<file path="src/rtl/x_stream_source.sv">
// ---------------------------------------------------------------------------
// x_stream_source
//
// Holds one vector of LENX signed words. After a start pulse it sends that
// vector NUM times, word 0 first, over a valid/ready stream.
//
// Ports
//   clk          : clock; all logic on the rising edge
//   reset        : asynchronous active-high reset
//   ld_en        : write strobe for the vector storage (honoured in IDLE only)
//   ld_addr      : storage write address (addresses >= LENX are dropped)
//   ld_data      : storage write data
//   start        : begin a transmission (sampled only while idle)
//   num_frames   : number of vector repetitions, sampled together with start
//   m_data_out_x : stream data (registered; holds its value while not valid)
//   m_valid_x    : stream data valid (registered)
//   m_ready_x    : downstream ready
//   busy         : high while words are being streamed
//   done         : one-cycle pulse after the final word transfers
// ---------------------------------------------------------------------------
module x_stream_source #(
    parameter int WIDTH = 16,
    parameter int LENX  = 24,
    parameter int ADDRX = 5,
    parameter int CNTW  = 8
) (
    input  logic                    clk,
    input  logic                    reset,
    input  logic                    ld_en,
    input  logic [ADDRX-1:0]        ld_addr,
    input  logic signed [WIDTH-1:0] ld_data,
    input  logic                    start,
    input  logic [CNTW-1:0]         num_frames,
    output logic signed [WIDTH-1:0] m_data_out_x,
    output logic                    m_valid_x,
    input  logic                    m_ready_x,
    output logic                    busy,
    output logic                    done
);

    typedef enum logic [1:0] {
        S_IDLE = 2'd0,
        S_SEND = 2'd1,
        S_DONE = 2'd2
    } state_t;

    localparam logic [ADDRX-1:0] LAST_ADDR = ADDRX'(LENX - 1);

    logic signed [WIDTH-1:0] mem_q [LENX];

    state_t                  state_q, state_d;
    logic [ADDRX-1:0]        ptr_q, ptr_d;
    logic [CNTW-1:0]         frames_q, frames_d;
    logic [CNTW-1:0]         target_q, target_d;
    logic                    valid_q, valid_d;
    logic signed [WIDTH-1:0] data_q, data_d;
    logic                    busy_q, busy_d;
    logic                    done_q, done_d;

    logic                    wr_en_s;
    logic [ADDRX-1:0]        nxt_ptr_s;
    logic [CNTW:0]           frames_inc_s;
    logic                    xfer_s;

    // Writes are only accepted while idle so the vector cannot change under a stream.
    assign wr_en_s      = (state_q == S_IDLE) && ld_en && (ld_addr <= LAST_ADDR);
    assign nxt_ptr_s    = ptr_q + ADDRX'(1);
    // One extra bit keeps the compare correct even for a target of 2^CNTW-1.
    assign frames_inc_s = {1'b0, frames_q} + {{CNTW{1'b0}}, 1'b1};
    assign xfer_s       = valid_q && m_ready_x;

    // Vector storage: deliberately not reset so contents survive a reset.
    always_ff @(posedge clk) begin
        if (wr_en_s) begin
            mem_q[ld_addr] <= ld_data;
        end
    end

    // State and registered outputs.
    always_ff @(posedge clk or posedge reset) begin
        if (reset) begin
            state_q  <= S_IDLE;
            ptr_q    <= '0;
            frames_q <= '0;
            target_q <= '0;
            valid_q  <= 1'b0;
            data_q   <= '0;
            busy_q   <= 1'b0;
            done_q   <= 1'b0;
        end else begin
            state_q  <= state_d;
            ptr_q    <= ptr_d;
            frames_q <= frames_d;
            target_q <= target_d;
            valid_q  <= valid_d;
            data_q   <= data_d;
            busy_q   <= busy_d;
            done_q   <= done_d;
        end
    end

    // Next-state and next-output computation.
    always_comb begin
        state_d  = state_q;
        ptr_d    = ptr_q;
        frames_d = frames_q;
        target_d = target_q;
        valid_d  = valid_q;
        data_d   = data_q;
        busy_d   = busy_q;
        done_d   = 1'b0;

        case (state_q)
            S_IDLE: begin
                valid_d = 1'b0;
                busy_d  = 1'b0;
                if (start) begin
                    target_d = num_frames;
                    ptr_d    = '0;
                    frames_d = '0;
                    if (num_frames == '0) begin
                        state_d = S_DONE;
                        done_d  = 1'b1;
                    end else begin
                        state_d = S_SEND;
                        valid_d = 1'b1;
                        busy_d  = 1'b1;
                        data_d  = mem_q[ADDRX'(0)];
                    end
                end else begin
                    state_d = S_IDLE;
                end
            end

            S_SEND: begin
                // Without a transfer everything holds, so data/valid stay stable.
                if (xfer_s) begin
                    if (ptr_q == LAST_ADDR) begin
                        ptr_d    = '0;
                        frames_d = frames_inc_s[CNTW-1:0];
                        if (frames_inc_s == {1'b0, target_q}) begin
                            state_d = S_DONE;
                            valid_d = 1'b0;
                            busy_d  = 1'b0;
                            done_d  = 1'b1;
                        end else begin
                            data_d = mem_q[ADDRX'(0)];
                        end
                    end else begin
                        ptr_d  = nxt_ptr_s;
                        data_d = mem_q[nxt_ptr_s];
                    end
                end else begin
                    state_d = S_SEND;
                end
            end

            S_DONE: begin
                state_d = S_IDLE;
                valid_d = 1'b0;
                busy_d  = 1'b0;
            end

            default: begin
                state_d = S_IDLE;
                valid_d = 1'b0;
                busy_d  = 1'b0;
            end
        endcase
    end

    assign m_data_out_x = data_q;
    assign m_valid_x    = valid_q;
    assign busy         = busy_q;
    assign done         = done_q;

endmodule

</file>
<file path="config.mk">
export PLATFORM = sky130hd
export DESIGN_NAME = x_stream_source
export DESIGN_NICKNAME = d
export VERILOG_FILES = /design/src/rtl/x_stream_source.sv
export SDC_FILE = /design/constraint.sdc
export NUM_CORES = 1
export LEC_CHECK = 0
export ABC_AREA = 1
export BUFFER_PORTS_ARGS = -buffer_cell sky130_fd_sc_hd__buf_4
export CORE_MARGIN = 3
export CORE_UTILIZATION = 48
export CTS_CLUSTER_DIAMETER = 150
export DETAILED_ROUTE_END_ITERATION = 7
export SETUP_SLACK_MARGIN = 0.1
export SYNTH_ARGS = -nofsm -noshare
export SYNTH_HDL_FRONTEND = slang
export SYNTH_SLANG_ARGS = --single-unit
</file>
<file path="constraint.sdc">
create_clock -name clk -period 3.1 [get_ports clk]
set_clock_uncertainty 0.15 [all_clocks]
set_input_delay 0.62 -clock clk [delete_from_list [all_inputs] [get_ports clk]]
set_output_delay 0.62 -clock clk [all_outputs]
set_load 0.01 [all_outputs]
</file>
Word-level counts from Yosys, hierarchy flattened
Memory sizes are Yosys's and may differ from the RTL's.
Index checks and enable logic that the tools add are counted.
{"block": "totals", "mem_count": 1, "ff_bits": 41, "input_bits": 34, "ram_bits": 384, "output_inout_bits": 19}
{"name": "mem_q", "depth": 24, "width": 16, "read_ports": 2, "rd_ports_with_merged_regs": 0, "write_ports": 1, "line": "49", "rtl": "logic signed [WIDTH-1:0] mem_q [LENX];"}
{"block": "op_classes", "add_sub_neg": 2, "eq_ne": 11, "magnitude_cmp": 1, "reduce_logical": 12, "mux": 34}
{"operator": "2-to-1 mux 16 bit", "n": 5}
{"operator": "case mux 16 bit (2 select lines)", "n": 1}
{"operator": "2-to-1 mux 8 bit", "n": 3}
{"operator": "case mux 8 bit (2 select lines)", "n": 1}
{"operator": "2-to-1 mux 5 bit", "n": 3}
{"operator": "2-to-1 mux 1 bit", "n": 12}
{"operator": "2-to-1 mux 2 bit", "n": 5}
{"operator": "!= test 2 bit, second input constant", "n": 5}
{"operator": "case mux 5 bit (2 select lines)", "n": 1}
{"operator": "adder 8 x 1 -> 9 bit, second input constant", "n": 1}
{"operator": "== test 9 x 8 -> 1 bit", "n": 1}
{"operator": "!= test 3 bit, second input constant", "n": 3}
{"operator": "logical NOT 8 bit", "n": 1}
{"operator": "AND reduction 3 bit", "n": 2}
{"operator": "adder 5 x 1 -> 5 bit, second input constant", "n": 1}
{"operator": "== test 5 bit, second input constant", "n": 1}
{"operator": "less-or-equal comparator 5 bit, second input constant", "n": 1}
{"operator": "AND reduction 5 bit", "n": 1}
{"operator": "case mux 1 bit (2 select lines)", "n": 2}
{"operator": "case mux 2 bit (2 select lines)", "n": 1}
{"operator": "AND reduction 2 bit", "n": 2}
{"operator": "AND reduction 4 bit", "n": 1}
{"operator": "logical AND 1 bit", "n": 3}
{"operator": "== test 2 x 1 -> 1 bit, second input constant", "n": 1}
{"operator": "other kinds (2)", "n": 2}

Depth between registers and ports, before layout
{"block": "logic_depth", "ltp_word": 6, "mapped_depth": 15}

Least setup slack after synthesis
Ideal clock, no wire load.
{"block": "synth_timing", "kind": "in2reg", "from": "input ld_en", "to": "memory mem_q[0][0], enable pin", "setup_time_ns": 0.388, "t_required_ns": 2.562, "cell_stages": 4, "slack_ns": 0.682, "arrival_ns": 1.879, "path_cell_list": "nand2_1 > a21oi_1 > nand4_1 > nor2_1"}
{"block": "synth_between", "elab_chain_cells": 4}
{"item": "from (decl)", "line": "29", "rtl": "input logic ld_en,"}
{"item": "logical AND 1 bit (2 in a row)", "line": "66", "rtl": "assign wr_en_s = (state_q == S_IDLE) && ld_en && (ld_addr <= LAST_ADDR);"}
{"item": "2-to-1 mux 1 bit", "line": "74", "rtl": "if (wr_en_s) begin"}
{"item": "2-to-1 mux 1 bit (not written as such)", "line": "75", "rtl": "mem_q[ld_addr] <= ld_data;"}
{"item": "to (decl)", "line": "49"}
Every way passes these cells.

Worst setup path in the final report
{"block": "layout_timing", "from": "register ptr_q[0]", "to": "register data_q[11], in the netlist m_data_out_x[11]"}
{"block": "layout_between", "elab_chain_cells": 5, "elab_cells_between_ends": 8, "cone_classes": "add/sub: 1; eq/ne: 2; mux: 3; reduce/logical: 1; memory: 1"}
{"item": "from (decl)", "line": "52", "rtl": "logic [ADDRX-1:0] ptr_q, ptr_d;"}
{"item": "from (signal assigned)", "line": "92", "rtl": "ptr_q <= ptr_d;"}
{"item": "adder 5 x 1 -> 5 bit", "line": "67", "rtl": "assign nxt_ptr_s = ptr_q + ADDRX'(1);"}
{"item": "memory (24 x 16 bit)"}
{"item": "2-to-1 mux 16 bit", "line": "138", "rtl": "if (ptr_q == LAST_ADDR) begin"}
{"item": "2-to-1 mux 16 bit", "line": "137", "rtl": "if (xfer_s) begin"}
{"item": "case mux 16 bit (2 select lines)", "line": "113", "rtl": "case (state_q)"}
{"item": "to (signal assigned)", "line": "96", "rtl": "data_q <= data_d;"}
{"item": "to (decl)", "line": "56", "rtl": "logic signed [WIDTH-1:0] data_q, data_d;"}
Several ways; a longest one is shown, not always the timed one. The select of a mux whose other input is x is not followed.
A chain may end at the register's enable or synchronous reset.

==> metrics.cfg <==
[synthesis]
synthTopCellsByArea = edfxtp_1 62%, nand2_1 14%, nand3_1 7.7%, dfrtp_1 5.5%, inv_1 5.4%
async_flop_share_pct = 9.65
synth_cell_types = 32
syn_area_mm2 = 0.0187
ys_seq_area_share_pct = 67.2
ys.flop_type = edfxtp_1
synth_top_area_share_pct = 61.7
synth_nets = 1926
ys_warn_count = 0
synth-edff-count = 384
avgSynthCellArea_um2 = 9.89
yosysTopAreaCell = edfxtp_1
synth_seq_cells = 425
syn_inst = 1890

[routing]
ant_nets = 0
drc = 0
viasPerCell = 5.22
initialDrtViolationCount = 1314
vias = 13100
routedWlPerCell_um = 19.9
drt-total-wl_um = 49800
dr.pass1.iters = 5

[global_routing]
grtUsageTotal_pct = 24.5
antenna_found_initial = 0
grt_pass1_vias = 12500
grt_overflow = 0
grt_max_degree = 102
grt_pass1_wl_um = 76600

[worst_hold_path]
hp-class = input pin to async pin

[setup_path]
cp.arrival_ps = 3050
ff2ff_setup_slack_ps = 360
startpoint_type = flip-flop
cp_max_fo = 48
r2r_end = m_data_out_x[11]
crit_type = flip-flop to flip-flop
crit_end = m_data_out_x[11]
crit_path_start = ptr_q[0]
required_ps = 3410
end_kind = flip-flop
crit-reg2reg-launch = ptr_q[0]
ff2ff_path_depth = 12

[floorplan]
coreArea_mm2 = 0.0380
std_cell_rows = 71
die_y_um = 203
die_w_um = 203
ios = 53
dieArea_mm2 = 0.0413
start_util_pct = 49.1

[clocking]
post_cts_buffers = 0
cts_hold_buf = 0
htreeDepth = 2
insertion_delay_ps = 570
cts_tree = built
clk_pin_slew_ps = 60
clk_path_buf_depth = 3
root_buffer = clkbuf_16
cts_resized = 0
numCtsBuffers = 46
clkSinkCount = 425

[sta]
tightest_slew_ps = 891
rsz0062_at_grt = false
setup_tns_ps = 0
drv_slew = 0
finalCritPeriodShare_pct = 88.4
setup_viol = 0
min_period_ps = 2740
slew_headroom_pct = 40.6
fmax_mhz = 365
hold_violations = 0
final.setup.worst_slack_ps = 360

[run_status]
status = finished clean

[finish]
final_common_cell = nand2_1
fin_util_pct = 56.2
syn_to_final_growth_pct = 14.4
drive_gt1_share_pct = 10.1
fin_area_mm2 = 0.0214
diodes = 0
fillers = 3382
fin_nets = 1993
final_cell_mix = 684 x nand2_1, 384 x edfxtp_1, 288 x nand3_1

[job]
cap_violations = 0

[placed_design]
dp_hpwl_um = 30400
place_ws_ps = 436
place_congestion = 0.858
placed_area_mm2 = 0.0199
portBuffers = 52

[pwr]
ir_drop_mv = 0.617
power_density_mw_per_mm2 = 871
power.leakage_nw = 9.23

## report_power, final
| part | switching (mW) | total, mW | internal (mW) | leakage, nW |
|---|---|---|---|---|
| clock | 2.21 | 5.43 | 3.22 | 0.744 |
| combinational | 4.44 | 6.45 | 2.02 | 4.52 |
| sequential | 0.272 | 6.75 | 6.48 | 3.97 |
| total | 6.92 | 18.6 | 11.7 | 9.23 |
## state kept, by name, summed over array words and instances, names as in the netlist
register / cells
state_q: 2
busy: 1
ptr_q: 5
m_data_out_x: 16
mem_q: 384
done: 1
frames_q: 8
target_q: 8
## Yosys cell counts, types with 2 or more instances
| cell | n |
|---|---|
| nand2_1 | 684 |
| edfxtp_1 | 384 |
| nand3_1 | 288 |
| inv_1 | 271 |
| nor2_1 | 57 |
| clkbuf_1 | 41 |
| dfrtp_1 | 41 |
| buf_2 | 30 |
| a21oi_1 | 22 |
| o21ai_0 | 14 |
| buf_1 | 12 |
| nand4_1 | 7 |
| inv_2 | 6 |
| o22ai_1 | 6 |
| nor2_2 | 5 |
| nor2_4 | 3 |
| buf_4 | 2 |
| ha_1 | 2 |
| xor2_1 | 2 |
## stage by stage
stage               instances  hold slack, ps  total power [mW]
floorplan                1890             316              10.9
global placement         2420             345              13.3
detailed placement       2420             346              13.3
CTS                      2505            53.5              18.7
global route             2505            89.8              19.7
finish                   2505            50.6              18.6
## cell type report
class,instances,area [µm²],area share [%]
clock inverter,19,168,0.784
timing repair buffer,105,901,4.21
sequential,425,12600,58.7
clock buffer,66,1330,6.21
inverter,277,1050,4.89
multi-input combinational,1102,4740,22.2
tap,511,639,2.99
## cells by family (layout without fill, tap and decap cells)
logic type / Yosys count / in the layout / synth area share [%]
xor+xnor: 4 / 4 / 0.228
fa+ha+maj: 2 / 2 / 0.134
simple gates: 1051 / 1051 / 23.6
compound gates: 45 / 45 / 1.29
buf+inv: 363 / 467 / 7.57
flops: 425 / 425 / 67.2
## worst max-delay path: stages (launching register included)
cell,delay [ps]
dfrtp_4,560
ha_4,190
nand2_1,140
inv_1,110
nor2_4,100
buf_4,560
nand3_1,170
nand3_1,280
nand2_1,90
nand2_1,60
a21oi_1,70
nand3_1,80
nand2_1,60
## worst min-delay path by stage
stage	endpoint	startpoint	slack, ps
2_1_floorplan	target_q[5]	target_q[5]	320
3_3_place_gp	target_q[1]	target_q[1]	350
3_5_place_dp	target_q[5]	target_q[5]	350
4_1_cts	target_q[4]	reset	50
5_1_grt	target_q[3]	reset	90
6_report	target_q[7]	reset	50
## metal layers
layer / GRT usage (%) / share of wire, % / up-vias
met1: 36.4 / 45 / 6277
met4: 5.70 / 1.9 / 0
met2: 38.1 / 46 / 466
met3: 4.05 / 7.4 / 71
met5: 0 / 0 / -
li1: - / - / 6260
Power figures use the tool's default switching activity.
